--- src/rtl/seg7_capture_if.sv ---
// Display-bus capture interface: scanner-side inputs plus the decoded frame outputs.
interface seg7_capture_if;
  logic [7:0]  digitselect;
  logic [7:0]  segments;
  logic [31:0] value;
  logic [7:0]  dp;
  logic [7:0]  digit_err;
  logic        err;
  logic        frame_valid;

  modport master (
    output digitselect,
    output segments,
    input  value,
    input  dp,
    input  digit_err,
    input  err,
    input  frame_valid
  );

  modport slave (
    input  digitselect,
    input  segments,
    output value,
    output dp,
    output digit_err,
    output err,
    output frame_valid
  );
endinterface

--- src/rtl/seg7_capture.sv ---
// Seven-segment bus capture: synchronizes the active-low select/segment pair, waits for a
// stable single digit select, decodes the glyph and publishes a full 8-digit frame.
module seg7_capture #(
  parameter int unsigned SYNC_STAGES = 2,
  parameter int unsigned SETTLE      = 4
) (
  input  logic           clk,
  input  logic           reset_n,
  seg7_capture_if.slave  bus
);

  localparam logic [7:0] SettleCnt = 8'(SETTLE);

  typedef enum logic [1:0] {StIdle, StSettle, StHeld} state_e;

  logic [7:0]  r_sel_sync [SYNC_STAGES];
  logic [7:0]  r_seg_sync [SYNC_STAGES];

  state_e      r_state;
  logic [7:0]  r_cnt;
  logic [7:0]  r_cur_sel;

  logic [31:0] r_work_val;
  logic [7:0]  r_work_dp;
  logic [7:0]  r_work_err;
  logic [7:0]  r_seen;

  logic [31:0] r_value;
  logic [7:0]  r_dp;
  logic [7:0]  r_digit_err;
  logic        r_err;
  logic        r_frame_valid;

  logic [7:0]  w_sel_s;
  logic [7:0]  w_seg_s;
  logic [7:0]  w_sel_n;
  logic [6:0]  w_glyph;
  logic [3:0]  w_nib;
  logic        w_derr;
  logic        w_dp;
  logic        w_single;
  logic        w_same;
  logic        w_load;
  logic        w_cap;
  logic [7:0]  w_cnt_inc;
  logic [7:0]  w_seen_d;

  // Synchronizers idle at all-ones, i.e. nothing selected and all segments dark.
  always_ff @(posedge clk or negedge reset_n) begin
    if (!reset_n) begin
      for (int i = 0; i < SYNC_STAGES; i++) begin
        r_sel_sync[i] <= 8'hFF;
        r_seg_sync[i] <= 8'hFF;
      end
    end else begin
      r_sel_sync[0] <= bus.digitselect;
      r_seg_sync[0] <= bus.segments;
      for (int i = 1; i < SYNC_STAGES; i++) begin
        r_sel_sync[i] <= r_sel_sync[i-1];
        r_seg_sync[i] <= r_seg_sync[i-1];
      end
    end
  end

  assign w_sel_s = r_sel_sync[SYNC_STAGES-1];
  assign w_seg_s = r_seg_sync[SYNC_STAGES-1];
  assign w_sel_n = ~w_sel_s;
  assign w_glyph = ~w_seg_s[7:1];
  assign w_dp    = ~w_seg_s[0];

  always_comb begin
    w_nib  = 4'h0;
    w_derr = 1'b0;
    unique case (w_glyph)
      7'b1111110: w_nib = 4'h0;
      7'b0110000: w_nib = 4'h1;
      7'b1101101: w_nib = 4'h2;
      7'b1111001: w_nib = 4'h3;
      7'b0110011: w_nib = 4'h4;
      7'b1011011: w_nib = 4'h5;
      7'b1011111: w_nib = 4'h6;
      7'b1110000: w_nib = 4'h7;
      7'b1111111: w_nib = 4'h8;
      7'b1111011: w_nib = 4'h9;
      7'b1110111: w_nib = 4'hA;
      7'b0011111: w_nib = 4'hB;
      7'b1001110: w_nib = 4'hC;
      7'b0111101: w_nib = 4'hD;
      7'b1001111: w_nib = 4'hE;
      7'b1000111: w_nib = 4'hF;
      default:    w_derr = 1'b1;
    endcase
  end

  // A new single-low select (from IDLE, or differing from cur_sel) restarts the count at 1.
  always_comb begin
    w_single  = (w_sel_n != 8'h00) && ((w_sel_n & (w_sel_n - 8'd1)) == 8'h00);
    w_same    = (w_sel_s == r_cur_sel);
    w_load    = w_single && ((r_state == StIdle) || !w_same);
    w_cnt_inc = r_cnt + 8'd1;
    if (w_load) begin
      w_cap = (SettleCnt == 8'd1);
    end else begin
      w_cap = (r_state == StSettle) && w_same && (w_cnt_inc == SettleCnt);
    end
  end

  always_ff @(posedge clk or negedge reset_n) begin
    if (!reset_n) begin
      r_state   <= StIdle;
      r_cnt     <= 8'd0;
      r_cur_sel <= 8'hFF;
    end else if (!w_single) begin
      r_state <= StIdle;
      r_cnt   <= 8'd0;
    end else if (w_load) begin
      r_cur_sel <= w_sel_s;
      r_cnt     <= 8'd1;
      r_state   <= w_cap ? StHeld : StSettle;
    end else if (r_state == StSettle) begin
      r_cnt   <= w_cnt_inc;
      r_state <= w_cap ? StHeld : StSettle;
    end
  end

  // A capture on the publishing edge seeds the next frame rather than being cleared.
  always_comb begin
    w_seen_d = (r_seen == 8'hFF) ? 8'h00 : r_seen;
    if (w_cap) begin
      w_seen_d = w_seen_d | w_sel_n;
    end
  end

  always_ff @(posedge clk or negedge reset_n) begin
    if (!reset_n) begin
      r_work_val    <= 32'h0;
      r_work_dp     <= 8'h00;
      r_work_err    <= 8'h00;
      r_seen        <= 8'h00;
      r_value       <= 32'h0;
      r_dp          <= 8'h00;
      r_digit_err   <= 8'h00;
      r_err         <= 1'b0;
      r_frame_valid <= 1'b0;
    end else begin
      r_seen        <= w_seen_d;
      r_frame_valid <= 1'b0;
      if (r_seen == 8'hFF) begin
        r_value       <= r_work_val;
        r_dp          <= r_work_dp;
        r_digit_err   <= r_work_err;
        r_err         <= |r_work_err;
        r_frame_valid <= 1'b1;
      end
      if (w_cap) begin
        for (int i = 0; i < 8; i++) begin
          if (w_sel_n[i]) begin
            r_work_val[4*i +: 4] <= w_nib;
            r_work_dp[i]         <= w_dp;
            r_work_err[i]        <= w_derr;
          end
        end
      end
    end
  end

  assign bus.value       = r_value;
  assign bus.dp          = r_dp;
  assign bus.digit_err   = r_digit_err;
  assign bus.err         = r_err;
  assign bus.frame_valid = r_frame_valid;

endmodule

--- src/flat_wrapper.sv ---
// flat-port wrapper written by rule: the top's interface ports become plain ports
module seg7_capture_flat 
#(
  parameter int unsigned SYNC_STAGES = 2,
  parameter int unsigned SETTLE      = 4
)
  (clk, reset_n, bus_digitselect, bus_segments, bus_value, bus_dp, bus_digit_err, bus_err, bus_frame_valid);
  seg7_capture_if bus_i ();
  input  logic clk;
  input  logic reset_n;
  input wire logic [$bits(bus_i.digitselect)-1:0] bus_digitselect;
  input wire logic [$bits(bus_i.segments)-1:0] bus_segments;
  output wire logic [$bits(bus_i.value)-1:0] bus_value;
  output wire logic [$bits(bus_i.dp)-1:0] bus_dp;
  output wire logic [$bits(bus_i.digit_err)-1:0] bus_digit_err;
  output wire logic [$bits(bus_i.err)-1:0] bus_err;
  output wire logic [$bits(bus_i.frame_valid)-1:0] bus_frame_valid;
  assign bus_i.digitselect = bus_digitselect;
  assign bus_i.segments = bus_segments;
  assign bus_value = bus_i.value;
  assign bus_dp = bus_i.dp;
  assign bus_digit_err = bus_i.digit_err;
  assign bus_err = bus_i.err;
  assign bus_frame_valid = bus_i.frame_valid;
  seg7_capture #(.SYNC_STAGES(SYNC_STAGES), .SETTLE(SETTLE)) u_core (.clk(clk), .reset_n(reset_n), .bus(bus_i));
endmodule
--- config.mk ---
export PLATFORM = sky130hd
export DESIGN_NAME = seg7_capture_flat
export DESIGN_NICKNAME = d
export VERILOG_FILES = /design/src/rtl/seg7_capture_if.sv /design/src/rtl/seg7_capture.sv /design/src/flat_wrapper.sv
export SDC_FILE = /design/constraint.sdc
export NUM_CORES = 1
export LEC_CHECK = 0
export CORE_MARGIN = 2
export CORE_UTILIZATION = 60
export DETAILED_ROUTE_END_ITERATION = 6
export DONT_BUFFER_PORTS = 1
export PLACE_DENSITY = 0.74
export RECOVER_POWER = 25
export SYNTH_ARGS = -nofsm -noshare
export SYNTH_HDL_FRONTEND = slang
export SYNTH_SLANG_ARGS = --single-unit
export TNS_END_PERCENT = 30
--- constraint.sdc ---
create_clock -name clk -period 4.02 [get_ports clk]
set_input_delay 0.603 -clock clk [delete_from_list [all_inputs] [get_ports clk]]
set_output_delay 0.603 -clock clk [all_outputs]
set_load 0.01 [all_outputs]
==> metrics.md, run 1 <==
| Metric | Value |
|---|---|
| Total Routing Usage GR | `0.219` |
| Worst Path Required | `between 4000 and 5000 ps` |
| Area leader, netlist | `dfrtp_1` |
| Worst-case clock skew | `around 10 ps` |
| Vias | `3607` |
| Starting density of the core | `0.623` |
| Setup Viol. Count Final | `0` |
| Setup TNS | `0 ps` |
| CTS root buf | `clkbuf_8` |
| Asr flop ratio synth | `1.00` |
| Comb pwr share | `0.031` |
| Die W | `108 µm` |
| # Max-Cap Violations | `0` |
| Final min period | `between 2000 and 3000 ps` |
| IO Pins | `68` |
| Syn Inst Count | `about 460` |
| Post-route setup slack | `about 1500 ps` |
| Input/output buffers | `0` |
| Post-layout util | `0.686` |
| 1st-pass router iterations | `4` |
| Cell total after placement | `571` |
| Avg Cell Area, Syn | `approximately 14 µm²` |
| Final Cycle Share | `0.630` |
| Post-CTS Setup Bufs | `0` |
| Sequential fraction of the synthesis area | `0.612` |
| Post-cts gate resize count | `0` |
| Pwr dens | `465 mW/mm²` |
| Peak supply drop | `0.000305 V` |
| Sequential share of power | `0.509` |
| CTS Buf Count | `17` |
| Pin count of the biggest net entering global routing | `157` |
| GRT overflow | `0` |
| Height of the die | `around 110 µm` |
| Layout area overhead | `10.1%` |
| Register bit total from synthesis | `roughly 160` |
| Sw power | `around 0.77 mW` |
| Worst Path Class, Setup | `flip-flop to flip-flop` |
| Clock Latency Late Sink | `around 530 ps` |
| DRC violations left | `0` |
| Slew margin rel. | `0.416` |
| Row cnt | `37` |
| Number of global-route vias before repair | `3644` |
| EDFF count, synth | `0` |
| Non-filler cells, final | `603` |
| Top cells by area, synth | `dfrtp_1, dfstp_2, mux2_2` |
| TritonCTS clock tree | `built` |
| Cell-internal power | `~2.5 mW` |
| Failing checks | `hold timing` |
| Hold slack | `-233 ps` |
| Total wire length | `approximately 12000 µm` |
| Worst hold path class | `primary input to async pin` |
| Slew Viols, Final | `0` |
| Data arrival, critical path | `~3000 ps` |
| DR iter-0 viols | `178` |
| Switch share | `0.232` |
| Ys Warns | `0` |
| Final hold vios | `130` |
| Clk pwr share | `0.460` |
| GP Congestion | `~0.87` |
| Worst slack, placed | `~1500 ps` |
| Unique masters post-synth | `between 50 and 60` |
| Leakage | `approximately 3.4 nW` |
| Vias per cell | `approximately 6` |
| Post-DP Area | `around 0.0065 mm²` |
| First-pass GRT wire length | `19200 µm` |
| Wirelength per Cell | `around 19 µm` |
| Top FF cell, synth | `dfrtp_1` |
| CP max FO | `9` |
| Initial antenna violation count | `0` |
| CTS clk-pin slew, worst paths | `70 ps` |
| Synth Cell Area | `0.00646 mm²` |
| Syn Nets | `475` |
| Diode count | `0` |
| Design Power | `approximately 3.3 mW` |
| Post-route design area | `0.00711 mm²` |
| Worst-Margin Slew | `slightly below 900 ps` |
| RSZ-0062 raised after global routing | `false` |
| Outcome | `finished, violations left` |
| CTS H-Tree Depth | `4` |
| Area of the core | `0.0104 mm²` |
| Worst Setup End Kind | `flip-flop` |
| # fillers | `696` |
| Antenna viol nets, final | `0` |
| Clock Tree Buf Depth | `2` |
| Nets@finish | `~470` |
| Fmax achieved | `roughly 0.39 GHz` |
| Die ar. | `0.0116 mm²` |
| Share of the synthesized area in the top cell type | `0.449` |
| DP HPWL | `~7700 µm` |
| CTS sink count | `about 160` |
| Startpoint types | `flip-flop` |
| Share of cells above drive strength 1 | `0.394` |
==> final timing paths <==
kind                                        from                     to  slack [ps]  depth (start not counted)
setup / recovery               u_core.w_sel_s[7]  u_core.r_work_val[16]        1490                          5
hold / removal                           reset_n    u_core.bus.value[9]        -230                          0
setup reg to reg               u_core.w_sel_s[7]  u_core.r_work_val[16]        1490                          5
hold reg to reg            u_core.r_sel_sync[12]      u_core.w_sel_s[4]         350                          0
max in group asynchronous                reset_n    u_core.r_cur_sel[1]        3950                          0
min in group clk              bus_digitselect[5]  u_core.r_sel_sync[13]          60                          0
==> metal layers <==
metal | global-route usage | part of all wire
met5 | 0 | 0
met4 | 0.0861 | 0.014
met3 | 0.0636 | 0.063
met2 | 0.334 | 0.49
met1 | 0.299 | 0.44
==> power groups by stage <==
stage                     registers (mW)  logic, mW  clock network, mW
after global placement              1.71     0.0980                  0
after detailed placement            1.71      0.102                  0
after CTS                           1.68      0.102               1.56
final                               1.68      0.101               1.52
after floorplan                     1.69     0.0991                  0
after global routing                1.69      0.109               1.64
==> final cells by class <==
| type | instances | area, µm² | share of cell area |
|---|---|---|---|
| flip-flops and latches | 156 | 3950 | 0.556 |
| multi-input cells | 269 | 2380 | 0.335 |
| clock inverters | 15 | 150 | 0.0211 |
| clock buffers | 17 | 414 | 0.0582 |
| repair buffers | 1 | 7.51 | 0.00106 |
| inverters | 9 | 33.8 | 0.00475 |
| well taps | 136 | 170 | 0.0239 |
==> synth_stat cells (3+ instances only) <==
| cell type | count |
|---|---|
| mux2_2 | 86 |
| nand3_1 | 6 |
| mux2i_1 | 8 |
| a21oi_1 | 8 |
| a22oi_1 | 5 |
| nor4_1 | 4 |
| mux2_4 | 7 |
| dfrtp_1 | 116 |
| clkbuf_1 | 15 |
| nor2_1 | 16 |
| nor2b_1 | 4 |
| nand3b_4 | 8 |
| nand2_1 | 21 |
| nor3_1 | 9 |
| inv_1 | 9 |
| buf_2 | 3 |
| xor2_1 | 11 |
| dfstp_2 | 40 |
| nand2b_1 | 5 |
| o22ai_1 | 3 |
| mux2_1 | 7 |
| o21ai_0 | 13 |
| nand4_1 | 3 |
==> layout by cell type, fill, tap and decap left out, types with 3 or more instances in the layout <==
cell       instances
nand2b_1           5
inv_8              3
mux2_2            86
nand2_1           21
a22oi_1            5
nand3_1            6
xor2_1            11
a21oi_1            8
o21ai_0           13
mux2_4             7
nand3b_4           8
o22ai_1            3
dfstp_2           40
dfrtp_1          116
inv_6              6
nor4_1             4
nor2b_1            4
mux2_1             7
nor2_1            15
nand4_1            3
clkbuf_16         16
inv_1              9
nor3_1             9
mux2i_1            8
==> logic make-up (layout without fill, tap and decap cells) <==
kind of cell             Yosys count  in the layout  share of synthesized area
AO/OA/AOI/OAI                     53             53                     0.0595
XOR/XNOR                          12             12                     0.0163
adder cells (fa/ha/maj)            3              3                    0.00542
buffers and inverters             30             42                     0.0203
flip-flops                       156            156                      0.612
multiplexers                     108            108                      0.191
AND/OR/NAND/NOR                   93             93                     0.0959
==> worst max-delay path, stage by stage (launching register included) <==
cell      delay [ps]
dfstp_2          620
xor2_1           120
nor4_4           310
and3_1           740
nand3b_4         240
mux2_1           370
(Power assumes the default switching activity.)
==> inputs of run 2 (changes only) <==
clock period = 2.4 ns   (was 4.02 ns; I/O delays follow)
==> metrics.md, run 2 (synthesis gave the netlist of run 1 again) <==
| Metric | Value |
|---|---|
| Sequential share of power | `0.491 (was 0.509)` |
| Setup TNS | `0 ps (unchanged)` |
| Final min period | `2200 ps (was 2530 ps)` |
| Data arrival, critical path | `2600 ps (was 2940 ps)` |
| Input/output buffers | `0 (unchanged)` |
| Comb pwr share | `0.034 (was 0.031)` |
| Total Routing Usage GR | `0.228 (was 0.219)` |
| Layout area overhead | `14.0% (was 10.1%)` |
| Post-DP Area | `0.00659 mm² (was 0.00655 mm²)` |
| Area of the core | `0.0104 mm² (unchanged)` |
| Post-cts gate resize count | `0 (unchanged)` |
| Hold slack | `-456 ps (was -233 ps)` |
| Starting density of the core | `0.623 (unchanged)` |
| DR iter-0 viols | `168 (was 178)` |
| GRT overflow | `0 (unchanged)` |
| Antenna viol nets, final | `0 (unchanged)` |
| GP Congestion | `0.900 (was 0.867)` |
| Wirelength per Cell | `19.3 µm (was 19.4 µm)` |
| CTS clk-pin slew, worst paths | `60 ps (was 70 ps)` |
| Highest-count cells in the layout ignoring fill and taps | `dfrtp_1, mux2_2, dfstp_2 (unchanged)` |
| # Max-Cap Violations | `0 (unchanged)` |
| Post-route design area | `0.00736 mm² (was 0.00711 mm²)` |
| Height of the die | `108 µm (unchanged)` |
| Fmax achieved | `0.455 GHz (was 0.395 GHz)` |
| Diode count | `0 (unchanged)` |
| CTS Buf Count | `17 (unchanged)` |
| Leakage | `3.54 nW (was 3.42 nW)` |
| RSZ-0062 raised after global routing | `false (unchanged)` |
| Setup Viol. Count Final | `0 (unchanged)` |
| Initial antenna violation count | `0 (unchanged)` |
| Worst Path Required | `2800 ps (was 4430 ps)` |
| Design Power | `5.75 mW (was 3.31 mW)` |
| IO Pins | `68 (unchanged)` |
| Failing checks | `hold timing (unchanged)` |
| TritonCTS clock tree | `built (unchanged)` |
| Number of global-route vias before repair | `3811 (was 3644)` |
| Share of cells above drive strength 1 | `0.382 (was 0.394)` |
| Row cnt | `37 (unchanged)` |
| Outcome | `finished, violations left (unchanged)` |
| Crit-path slowest cell | `dfstp_2 (was and3_1)` |
| DRC violations left | `0 (unchanged)` |
| Final Cycle Share | `0.917 (was 0.630)` |
| Pin count of the biggest net entering global routing | `157 (unchanged)` |
| Worst Path Class, Setup | `flip-flop to flip-flop (unchanged)` |
| Worst-Margin Slew | `584 ps (was 877 ps)` |
| CP Cell Sequence | `or4b_1 -> o32a_1 -> o2bb2ai_1 -> a211oi_2 -> mux2_1 (was xor2_1 -> nor4_4 -> and3_1 -> nand3b_4 -> mux2_1)` |
| Nets@finish | `494 (was 474)` |
| Leading cell type in the layout, fill and taps excluded | `dfrtp_1 (unchanged)` |
| CTS sink count | `156 (unchanged)` |
| Die ar. | `0.0116 mm² (unchanged)` |
| Cell-internal power | `4.56 mW (was 2.54 mW)` |
| Slew margin rel. | `0.610 (was 0.416)` |
| Max stage delay on crit path | `690 ps (was 740 ps)` |
| Vias | `3645 (was 3607)` |
| Sw power | `1.19 mW (was 0.767 mW)` |
| Worst Setup End Kind | `flip-flop (unchanged)` |
| DP HPWL | `7640 µm (was 7740 µm)` |
| CTS root buf | `clkbuf_8 (unchanged)` |
| Clock Tree Buf Depth | `2 (unchanged)` |
| CP max FO | `15 (was 9)` |
| CTS H-Tree Depth | `4 (unchanged)` |
| Total wire length | `12000 µm (was 11700 µm)` |
| Hold Buf Count CTS | `16` |
| Vias per cell | `5.85 (was 5.98)` |
| 1st-pass router iterations | `4 (unchanged)` |
| Slew Viols, Final | `0 (unchanged)` |
| Final hold vios | `156 (was 130)` |
| Startpoint types | `flip-flop (unchanged)` |
| Pwr dens | `781 mW/mm² (was 465 mW/mm²)` |
| Switch share | `0.207 (was 0.232)` |
| First-pass GRT wire length | `20000 µm (was 19200 µm)` |
| Post-CTS Setup Bufs | `0 (unchanged)` |
| Die W | `108 µm (unchanged)` |
| Worst hold path class | `primary input to async pin (unchanged)` |
| Clock Latency Late Sink | `530 ps (about the same)` |
| Worst-case clock skew | `12.1 ps (was 10.3 ps)` |
| Peak supply drop | `0.000493 V (was 0.000305 V)` |
| Clk pwr share | `0.475 (was 0.460)` |
-- run 2: power by group through the flow --
stage	Combinational, mW	Clock [mW]	Sequential (mW)
2_1_floorplan	0.166	0	2.83
3_3_place_gp	0.166	0	2.86
3_5_place_dp	0.173	0	2.86
4_1_cts	0.195	2.77	2.82
5_1_grt	0.212	2.90	2.83
6_report	0.195	2.73	2.82
-- run 2: area by class of cell --
class | instances | area [µm²]
clock buffers | 23 | 477
clock inverters | 9 | 135
fillers | 664 | 3010
inverters | 9 | 33.8
multi-input cells | 269 | 2380
flip-flops and latches | 156 | 3950
well taps | 136 | 170
repair buffers | 21 | 210
-- run 2: worst paths after layout --
kind                                  startpoint              endpoint  cells after the start  slack [ps]
hold reg to reg            u_core.r_seg_sync[11]     u_core.w_seg_s[3]                      0         350
max in group asynchronous                reset_n     u_core.w_seg_s[0]                      0        2610
min in group clk           u_core.r_seg_sync[11]     u_core.w_seg_s[3]                      0         350
setup reg to reg               u_core.w_seg_s[7]  u_core.r_work_err[3]                      5         200
setup / recovery               u_core.w_seg_s[7]  u_core.r_work_err[3]                      5         200
hold / removal                           reset_n   u_core.bus.value[1]                      0        -460
-- run 2: through the flow --
| step | worst slack [ps] | util | std cells |
|---|---|---|---|
| 4_1_cts | 245 | 0.710 | 623 |
| 3_3_place_gp | 325 | 0.636 | 575 |
| 5_1_grt | 62.3 | 0.710 | 623 |
| 3_5_place_dp | 261 | 0.636 | 575 |
| 2_1_floorplan | 424 | - | 455 |
| 6_report | 200 | 0.710 | 623 |
-- run 2: critical path: cells and delay by family (launching register included) --
kind	cells	cell delay, ps
muxes	1	330
AOI/OAI and AO/OA	3	590
and+or+nand+nor	1	470
DFF	1	690
-- run 2: per-layer routing --
metal	GRT usage	vias to the layer above	share of wire	wire, µm
li1	-	1678	-	-
met2	0.353	99	0.49	5920
met1	0.306	1862	0.46	5500
met4	0.0852	0	0.0077	93
met3	0.0672	6	0.042	503
met5	0	-	0	0
